### src/rtl/ext_pkg.sv
// Shared constants for the operand-extension pipeline: mode encodings and
// the byte-lane select width helper.
package ext_pkg;

   localparam int EXT_OP_W = 3;

   localparam logic [EXT_OP_W-1:0] EXT_SIGN = 3'd0;
   localparam logic [EXT_OP_W-1:0] EXT_ZERO = 3'd1;
   localparam logic [EXT_OP_W-1:0] EXT_LUI  = 3'd2;
   localparam logic [EXT_OP_W-1:0] EXT_LB   = 3'd3;
   localparam logic [EXT_OP_W-1:0] EXT_LBU  = 3'd4;
   localparam logic [EXT_OP_W-1:0] EXT_LH   = 3'd5;
   localparam logic [EXT_OP_W-1:0] EXT_LHU  = 3'd6;

   function automatic int off_w(input int out_w);
      return $clog2(out_w / 8);
   endfunction

endpackage

### src/rtl/ext_core.sv
// Combinational extension function: immediate sign/zero/upper extension and
// byte/halfword load lane extraction with misalignment flag.
module ext_core
   import ext_pkg::*;
#(
   parameter int IN_W  = 16,
   parameter int OUT_W = 32
) (
   input  logic [EXT_OP_W-1:0]      op,
   input  logic [IN_W-1:0]          imm,
   input  logic [OUT_W-1:0]         word,
   input  logic [off_w(OUT_W)-1:0]  byte_off,
   output logic [OUT_W-1:0]         result,
   output logic                     misalign
);

   // Lanes running past the top of the word read as zero.
   logic [15:0] lane;
   assign lane = 16'(word >> {byte_off, 3'b000});

   always_comb begin
      result   = '0;
      misalign = 1'b0;
      case (op)
         EXT_SIGN: result = {{(OUT_W-IN_W){imm[IN_W-1]}}, imm};
         EXT_ZERO: result = {{(OUT_W-IN_W){1'b0}}, imm};
         EXT_LUI:  result = {imm, {(OUT_W-IN_W){1'b0}}};
         EXT_LB:   result = {{(OUT_W-8){lane[7]}}, lane[7:0]};
         EXT_LBU:  result = {{(OUT_W-8){1'b0}}, lane[7:0]};
         EXT_LH: begin
            if (byte_off[0]) misalign = 1'b1;
            else             result   = {{(OUT_W-16){lane[15]}}, lane};
         end
         EXT_LHU: begin
            if (byte_off[0]) misalign = 1'b1;
            else             result   = {{(OUT_W-16){1'b0}}, lane};
         end
         default: ;
      endcase
   end

endmodule

### src/rtl/ext_pipe.sv
// Pipelined operand-extension unit: 1 or 2 register stages behind a
// valid/ready handshake with flush; ready chain is combinational.
module ext_pipe
   import ext_pkg::*;
#(
   parameter int IN_W   = 16,
   parameter int OUT_W  = 32,
   parameter int STAGES = 1
) (
   input  logic                     clk,
   input  logic                     reset,
   input  logic                     flush,
   input  logic                     in_valid,
   output logic                     in_ready,
   input  logic [EXT_OP_W-1:0]      ext_op,
   input  logic [IN_W-1:0]          imm_in,
   input  logic [OUT_W-1:0]         word_in,
   input  logic [off_w(OUT_W)-1:0]  byte_off,
   output logic                     out_valid,
   input  logic                     out_ready,
   output logic [OUT_W-1:0]         ext_out,
   output logic                     misalign
);

   localparam int OFF_W = off_w(OUT_W);
   localparam int RAW_W = (IN_W > 16) ? IN_W : 16;

   logic [EXT_OP_W-1:0] core_op;
   logic [IN_W-1:0]     core_imm;
   logic [OUT_W-1:0]    core_word;
   logic [OFF_W-1:0]    core_off;
   logic [OUT_W-1:0]    core_res;
   logic                core_mis;
   logic                src_valid;
   logic                res_ready;

   ext_core #(.IN_W(IN_W), .OUT_W(OUT_W)) u_core (
      .op       (core_op),
      .imm      (core_imm),
      .word     (core_word),
      .byte_off (core_off),
      .result   (core_res),
      .misalign (core_mis)
   );

   assign res_ready = !out_valid || out_ready;

   generate
      if (STAGES == 1) begin : g_one
         assign core_op   = ext_op;
         assign core_imm  = imm_in;
         assign core_word = word_in;
         assign core_off  = byte_off;
         assign src_valid = in_valid;
         assign in_ready  = res_ready;
      end else begin : g_two
         logic                v0;
         logic [EXT_OP_W-1:0] op0;
         logic [RAW_W-1:0]    raw0;
         logic                odd0;
         logic [15:0]         lane_sel;
         logic                is_load;

         assign lane_sel  = 16'(word_in >> {byte_off, 3'b000});
         assign is_load   = ext_op inside {EXT_LB, EXT_LBU, EXT_LH, EXT_LHU};
         assign in_ready  = !v0 || res_ready;
         assign src_valid = v0;

         always_ff @(posedge clk) begin
            if (reset) begin
               v0   <= 1'b0;
               op0  <= '0;
               raw0 <= '0;
               odd0 <= 1'b0;
            end else begin
               if (flush)         v0 <= 1'b0;
               else if (in_ready) v0 <= in_valid;
               if (in_valid && in_ready && !flush) begin
                  op0  <= ext_op;
                  raw0 <= is_load ? RAW_W'(lane_sel) : RAW_W'(imm_in);
                  odd0 <= byte_off[0];
               end
            end
         end

         // Lane was pre-shifted down; re-seat it at offset 0 or 1 so the core
         // still sees the odd-offset bit for misalignment detection.
         assign core_op   = op0;
         assign core_imm  = raw0[IN_W-1:0];
         assign core_word = odd0 ? (OUT_W'(raw0[15:0]) << 8) : OUT_W'(raw0[15:0]);
         assign core_off  = OFF_W'(odd0);
      end
   endgenerate

   always_ff @(posedge clk) begin
      if (reset) begin
         out_valid <= 1'b0;
         ext_out   <= '0;
         misalign  <= 1'b0;
      end else begin
         if (flush)          out_valid <= 1'b0;
         else if (res_ready) out_valid <= src_valid;
         if (src_valid && res_ready && !flush) begin
            ext_out  <= core_res;
            misalign <= core_mis;
         end
      end
   end

endmodule

### config.mk
export PLATFORM = sky130hd
export DESIGN_NAME = ext_pipe
export DESIGN_NICKNAME = d
export VERILOG_FILES = /design/src/rtl/ext_pkg.sv /design/src/rtl/ext_core.sv /design/src/rtl/ext_pipe.sv
export SDC_FILE = /design/constraint.sdc
export NUM_CORES = 1
export LEC_CHECK = 0
export BUFFER_PORTS_ARGS = -buffer_cell sky130_fd_sc_hd__buf_2
export CAP_MARGIN = 10
export CORE_MARGIN = 5
export CORE_UTILIZATION = 40
export CTS_CLUSTER_DIAMETER = 30
export DETAILED_ROUTE_END_ITERATION = 8
export PLACE_DENSITY = 0.72
export SLEW_MARGIN = 20
export SYNTH_ARGS = -nofsm -noshare
export SYNTH_HDL_FRONTEND = slang
export SYNTH_SLANG_ARGS = --single-unit
### constraint.sdc
create_clock -name clk -period 1.5 [get_ports clk]
set_input_delay 0.3 -clock clk [delete_from_list [all_inputs] [get_ports clk]]
set_output_delay 0.3 -clock clk [all_outputs]
set_load 0.03 [all_outputs]
==> results.toml, run 1 <==
[setup_path]
crit_fanout = 8
worstPathRequired_ps = 1710
crit_chain = "buf_2 -> buf_4 -> maj3_2 -> mux2i_4 -> a222oi_1 -> nor3_1"
slowest_delay_ps = 320
r2r_slack_ps = 110
cp_slowest_cell = "maj3_2"
cp.arrival_ps = 1610
path_delay_family = "adder cells"
critPathBufInv = 2
worstSetupPathType = "input pin to flop"
crit_path_end_kind = "flop"
start_kind = "input pin"

[global_route]
grt_max_degree = 53
gr-total-overflow = 0
grt.total_usage_pct = 21.4
grt_pass1_vias = 2235
grt_pass1_wl_mm = 10.9
antenna_found_initial = 0

[layout]
nFillCells = 465
final_layout_size_suffix_gt1_share_pct = 52.0
multi_input_area_mm2 = 0.00129
n_antenna_cell = 0
seqCellArea_um2 = 684
nNetsFinal = 378
area_growth_pct = 42.8

[logic_synthesis]
synth_common_cells = "dfxtp_1 (34), a21oi_1 (32), nor3_1 (19)"
avgSynthCellArea_um2 = 9.93
yosys_warnings = 0
synth_top_family_by_area = "compound AO/OA/AOI/OAI gates"
synth-compound-area-share_pct = 35.0
yosysMostFrequentCell = "dfxtp_1"
syn_nets = 268
async_flop_share_pct = 0
mappedNetlistArea_mm2 = 0.00209
yosys_most_used_dff = "dfxtp_1"
synth-adder-area-share_pct = 0.540
synthMuxAreaShare_pct = 13.6
synth_xor_xnor_area_share_pct = 0.420
ys_seq_elements = 34
netlist_instances = 210
yosysSeqAreaShare_pct = 32.6
synthSimpleGateAreaFrac_pct = 10.9
synth-edff-count = 0
yosysUniqueCellTypes = 37
synth_top_area_cell = "dfxtp_1"
synthTopCellsByArea = "dfxtp_1 (33%), mux4_2 (8.6%), a21oi_1 (7.7%), a211oi_2 (6.6%), a22oi_1 (5.4%)"
yosysTopAreaCellShare_pct = 32.6

[cts]
cts_tree = "done"
clock_path_buffers = 2
htreeDepth = 2
ctsHoldBuffers = 0
path_clk_slew_ps = 70
clk_latency_ps = 290
cts-buffers-inserted = 5
cts.sinks = 34
root_buffer = "clkbuf_8"

[detailed_routing]
antenna_left = 0
wl_per_cell_um = 18.1
drt_iter0_drc = 269
vias = 2300
finalWirelength_mm = 7.08
vias_per_cell = 5.88
first_pass_iters = 7
drc = 0

[sta]
setup_viol = 0
period_share_pct = 93.5
fin_worst_skew_ps = 4.07
finalHoldViolCount = 0
slew_violations = 0
timing.fmax_mhz = 713
slew_headroom_pct = 74.6
rsz0062_at_grt = "no"
worst_slew_pin_slew_ps = 373
timing.final.crit_period_ps = 1400
worst_slack_ps = 97.3

[die]
die_w_um = 82.2
io_pins = 93
start_util_pct = 41.1
die_area_mm2 = 0.00676
rows = 26
die_y_um = 82.2
core_area_mm2 = 0.00507

[placed_design]
hpwl_mm = 5.28
port_buffers = 92
place.gp.congestion = 0.818
post-place-ws_ps = -172

[power_and_ir_drop]
power.total_mw = 2.42
ir_drop_v = 0.000393
powerDensity_mw_per_mm2 = 813
leakagePower_nw = 1.25

[worst_hold_path]
min_path_type = "input pin to flop"

[run_status]
outcome = "finished clean"

[job]
drv_cap = 0
## routing by layer
layer	share of wire [%]	track usage, %	vias to the layer above
li1	-	-	1070
met1	39	25.4	1103
met2	52	37.7	111
met3	6.0	3.15	16
met4	2.5	9.97	0
met5	0	0	-
## metrics by stage
| step | std cells | setup TNS (ps) | cell area, um2 | utilization (%) | hold slack [ps] |
|---|---|---|---|---|---|
| 5_1_grt | 391 | 0 | 2980 | 58.7 | 166 |
| 3_3_place_gp | 381 | -2860 | 2830 | 55.7 | 459 |
| 2_1_floorplan | 210 | -0.335 | 2100 | - | 369 |
| 3_5_place_dp | 381 | -3560 | 2830 | 55.7 | 463 |
| 4_1_cts | 389 | 0 | 2940 | 57.8 | 161 |
| 6_report | 391 | 0 | 2980 | 58.7 | 165 |
## state kept, by name, indices dropped and copies added, names as in the netlist
register,cells
out_valid,1
ext_out,32
misalign,1
## cells by family (layout without fill, tap and decap cells)
group | Yosys count | count (layout)
compound gates | 94 | 94
xor+xnor | 1 | 1
fa+ha+maj | 1 | 1
buf+inv | 26 | 137
flops | 34 | 34
mux | 17 | 17
simple gates | 37 | 37
## power by group
part	internal, mW	total, mW	switching [mW]
Combinational	0.296	0.639	0.342
Clock	0.497	0.840	0.343
Sequential	0.926	0.944	0.0184
Total	1.72	2.42	0.703
## what timing repair did
item,4_1_cts,5_1_grt
buffers inserted,0,1
gates resized for setup,0,2
endpoints found under the setup margin,0,5
## worst register-to-register path, cell delays in order, from the launching register on
cell,delay [ps]
dfxtp_4,340
nor2b_4,240
inv_4,60
nand2b_4,110
buf_4,200
a22oi_1,100
a211oi_1,250
## final timing paths
path          startpoint     endpoint  depth (start not counted)
min reg2reg  ext_out[15]  ext_out[15]                          2
max          byte_off[0]   ext_out[4]                          6
max reg2reg    out_valid  ext_out[16]                          6
min                flush    out_valid                          2
## cell type report
class                   count  share of cell area (%)
clock buffers               7                    2.56
clock inverters             1                    1.01
inverters                   2                   0.336
multi-input cells         150                    43.2
flip-flops and latches     34                    23.0
well taps                  70                    2.94
repair buffers            127                    27.0
## cells in the final DEF (no fill, tap or decap), types with 5 or more instances in the layout
| cell | count |
|---|---|
| a22oi_1 | 15 |
| mux2i_1 | 8 |
| nor3_1 | 19 |
| buf_4 | 29 |
| a221oi_1 | 6 |
| a211oi_2 | 10 |
| a21oi_1 | 32 |
| a222oi_1 | 8 |
| a211oi_1 | 6 |
| dfxtp_1 | 33 |
| buf_2 | 92 |
| clkbuf_8 | 5 |
| o31ai_1 | 8 |
| buf_12 | 5 |
| mux4_2 | 8 |
(Power assumes the default switching activity.)
==> inputs of run 2 (changes only) <==
- PLACE_DENSITY: 0.72 -> 0.68
- SYNTH_HIERARCHICAL: not set -> 1
- clock period: 1.5 -> 1.4 ns (I/O delays scaled with it)
==> results.toml, run 2 <==
[placed_design]
place.gp.congestion = 0.846
placedCellCount = 414
hpwl_mm = 5.29
post-place-ws_ps = -323
port_buffers = 92

[global_route]
grt.total_usage_pct = 18.0
grt_pass1_vias = 2187
antenna_found_initial = 1
gr-total-overflow = 0
grt_max_degree = 34
grt_pass1_wl_mm = 10.5

[die]
rows = 28
io_pins = 93
start_util_pct = 40.5
die_y_um = 86.9
die_area_mm2 = 0.00756
core_area_mm2 = 0.00585
die_w_um = 86.9

[setup_path]
critPathBufInv = 3
cp.arrival_ps = 1500
slowest_delay_ps = 510
crit_chain = "buf_6 -> mux4_2 -> buf_4 -> buf_4 -> a22o_1 -> nand2b_1 -> mux2i_1"
worstPathRequired_ps = 1570
start_kind = "input pin"
crit_fanout = 6
path_delay_family = "multiplexers"
crit_path_end_kind = "flop"
worstSetupPathType = "input pin to flop"
worst_path_most_repeated_cell = "buf_4"
cp_slowest_cell = "mux4_2"

[logic_synthesis]
yosysMostFrequentCell = "nand2b_1"
synth-edff-count = 0
ys_seq_elements = 34
synth_top_area_cell = "dfxtp_1"
yosysSeqAreaShare_pct = 28.8
netlist_instances = 246
synth_common_cells = "nand2b_1 (67), dfxtp_1 (34), mux2i_1 (33)"
avgSynthCellArea_um2 = 9.62
mappedNetlistArea_mm2 = 0.00237
yosysUniqueCellTypes = 33
synthTopCellsByArea = "dfxtp_1 (29%), nand2b_1 (18%), mux2i_1 (14%), mux4_2 (5.7%), mux2_2 (3.8%)"
async_flop_share_pct = 0
syn_nets = 304
yosysTopAreaCellShare_pct = 28.8
yosys_warnings = 6
yosys_most_used_dff = "dfxtp_1"

[detailed_routing]
antenna_left = 0
vias = 2127
drt_iter0_drc = 119
first_pass_iters = 4
wl_per_cell_um = 15.8
finalWirelength_mm = 6.69
drc = 0
vias_per_cell = 5.03

[cts]
clock_path_buffers = 2
clk_latency_ps = 290
cts-buffers-inserted = 5
cts.sinks = 34
htreeDepth = 2
root_buffer = "clkbuf_8"
path_clk_slew_ps = 70
cts_tree = "done"

[job]
drv_cap = 0

[sta]
worst_slew_pin_slew_ps = 484
timing.fmax_mhz = 752
setup_viol = 0
period_share_pct = 95.0
worst_slack_ps = 69.4
rsz0062_at_grt = "no"
timing.final.crit_period_ps = 1330
slew_violations = 0
finalHoldViolCount = 0
fin_worst_skew_ps = 6.23
slew_headroom_pct = 67.5

[worst_hold_path]
min_path_type = "input pin to flop"

[layout]
largest_reg_flops = 32
area_growth_pct = 33.4
final_cells = 423
nFillCells = 544
nNetsFinal = 405
n_antenna_cell = 0
final_cell_mix = "buf_2 (90), nand2b_1 (67), dfxtp_1 (34)"
multi_input_area_mm2 = 0.00153
top_register = "ext_out"
final_common_cell = "buf_2"
reg.largest.list = "ext_out (32), misalign (1), out_valid (1)"
seqCellArea_um2 = 681
final_layout_size_suffix_gt1_share_pct = 41.7

[power_and_ir_drop]
leakagePower_nw = 1.40
power.total_mw = 2.63
ir_drop_v = 0.000367
powerDensity_mw_per_mm2 = 833

[run_status]
outcome = "finished clean"
run 2: layer usage:
metal  vias to the layer above  share of wire, %  global-route usage, %  wire length, um
li1                       1069                 -                      -                -
met1                       988                44                   22.6             2970
met2                        62                48                   29.9             3180
met3                         6               6.4                   4.45              426
met4                         2               1.5                   6.37               99
met5                         -              0.16                      0               11
run 2: final timing paths:
path         cells after the start           to  slack, ps        start
max                              7   ext_out[7]         70  byte_off[1]
min reg2reg                      2   ext_out[7]        470   ext_out[7]
min                              2    out_valid        200        flush
max reg2reg                      4  ext_out[10]        180    out_valid
run 2: through the flow:
stage | utilization, % | hold slack (ps) | TNS [ps] | area [um2]
2_1_floorplan | - | 359 | -5430 | 2390
3_3_place_gp | 51.7 | 458 | -7210 | 3020
3_5_place_dp | 51.7 | 460 | -8290 | 3020
4_1_cts | 53.7 | 195 | 0 | 3140
5_1_grt | 54.0 | 198 | 0 | 3160
6_report | 54.0 | 202 | 0 | 3160
run 2: cell families after synthesis:
group / after synthesis / synth area share (%)
AOI/OAI and AO/OA: 38 / 12.2
xor gates and xnor gates: 1 / 0.370
adders and majority gates: 1 / 0.423
buffers and inverters: 25 / 7.40
DFF: 34 / 28.8
muxes: 50 / 26.3
and+or+nand+nor: 97 / 24.5
run 2: repair_timing:
item / CTS / global route
setup endpoints to repair: 2 / 19
resized for setup: 3 / 2
setup buffers: 0 / 1
hold buffers: 0 / 0
run 2: report_power, final:
| group | switching (mW) | internal, mW |
|---|---|---|
| combinational | 0.382 | 0.368 |
| sequential | 0.0212 | 1.01 |
| clock | 0.355 | 0.497 |
run 2: final cells by class:
class	count	area share, %
multi-input cells	187	48.6
inverters	3	0.357
repair buffers	116	23.1
flip-flops and latches	34	21.6
well taps	75	2.97
clock buffers	8	3.49
run 2: worst reg2reg max path: cells and delay by family, from the launching register on:
| kind | cells | cell delay (ps) |
|---|---|---|
| buf+inv | 1 | 280 |
| simple gates | 2 | 330 |
| mux | 1 | 240 |
| flops | 1 | 310 |
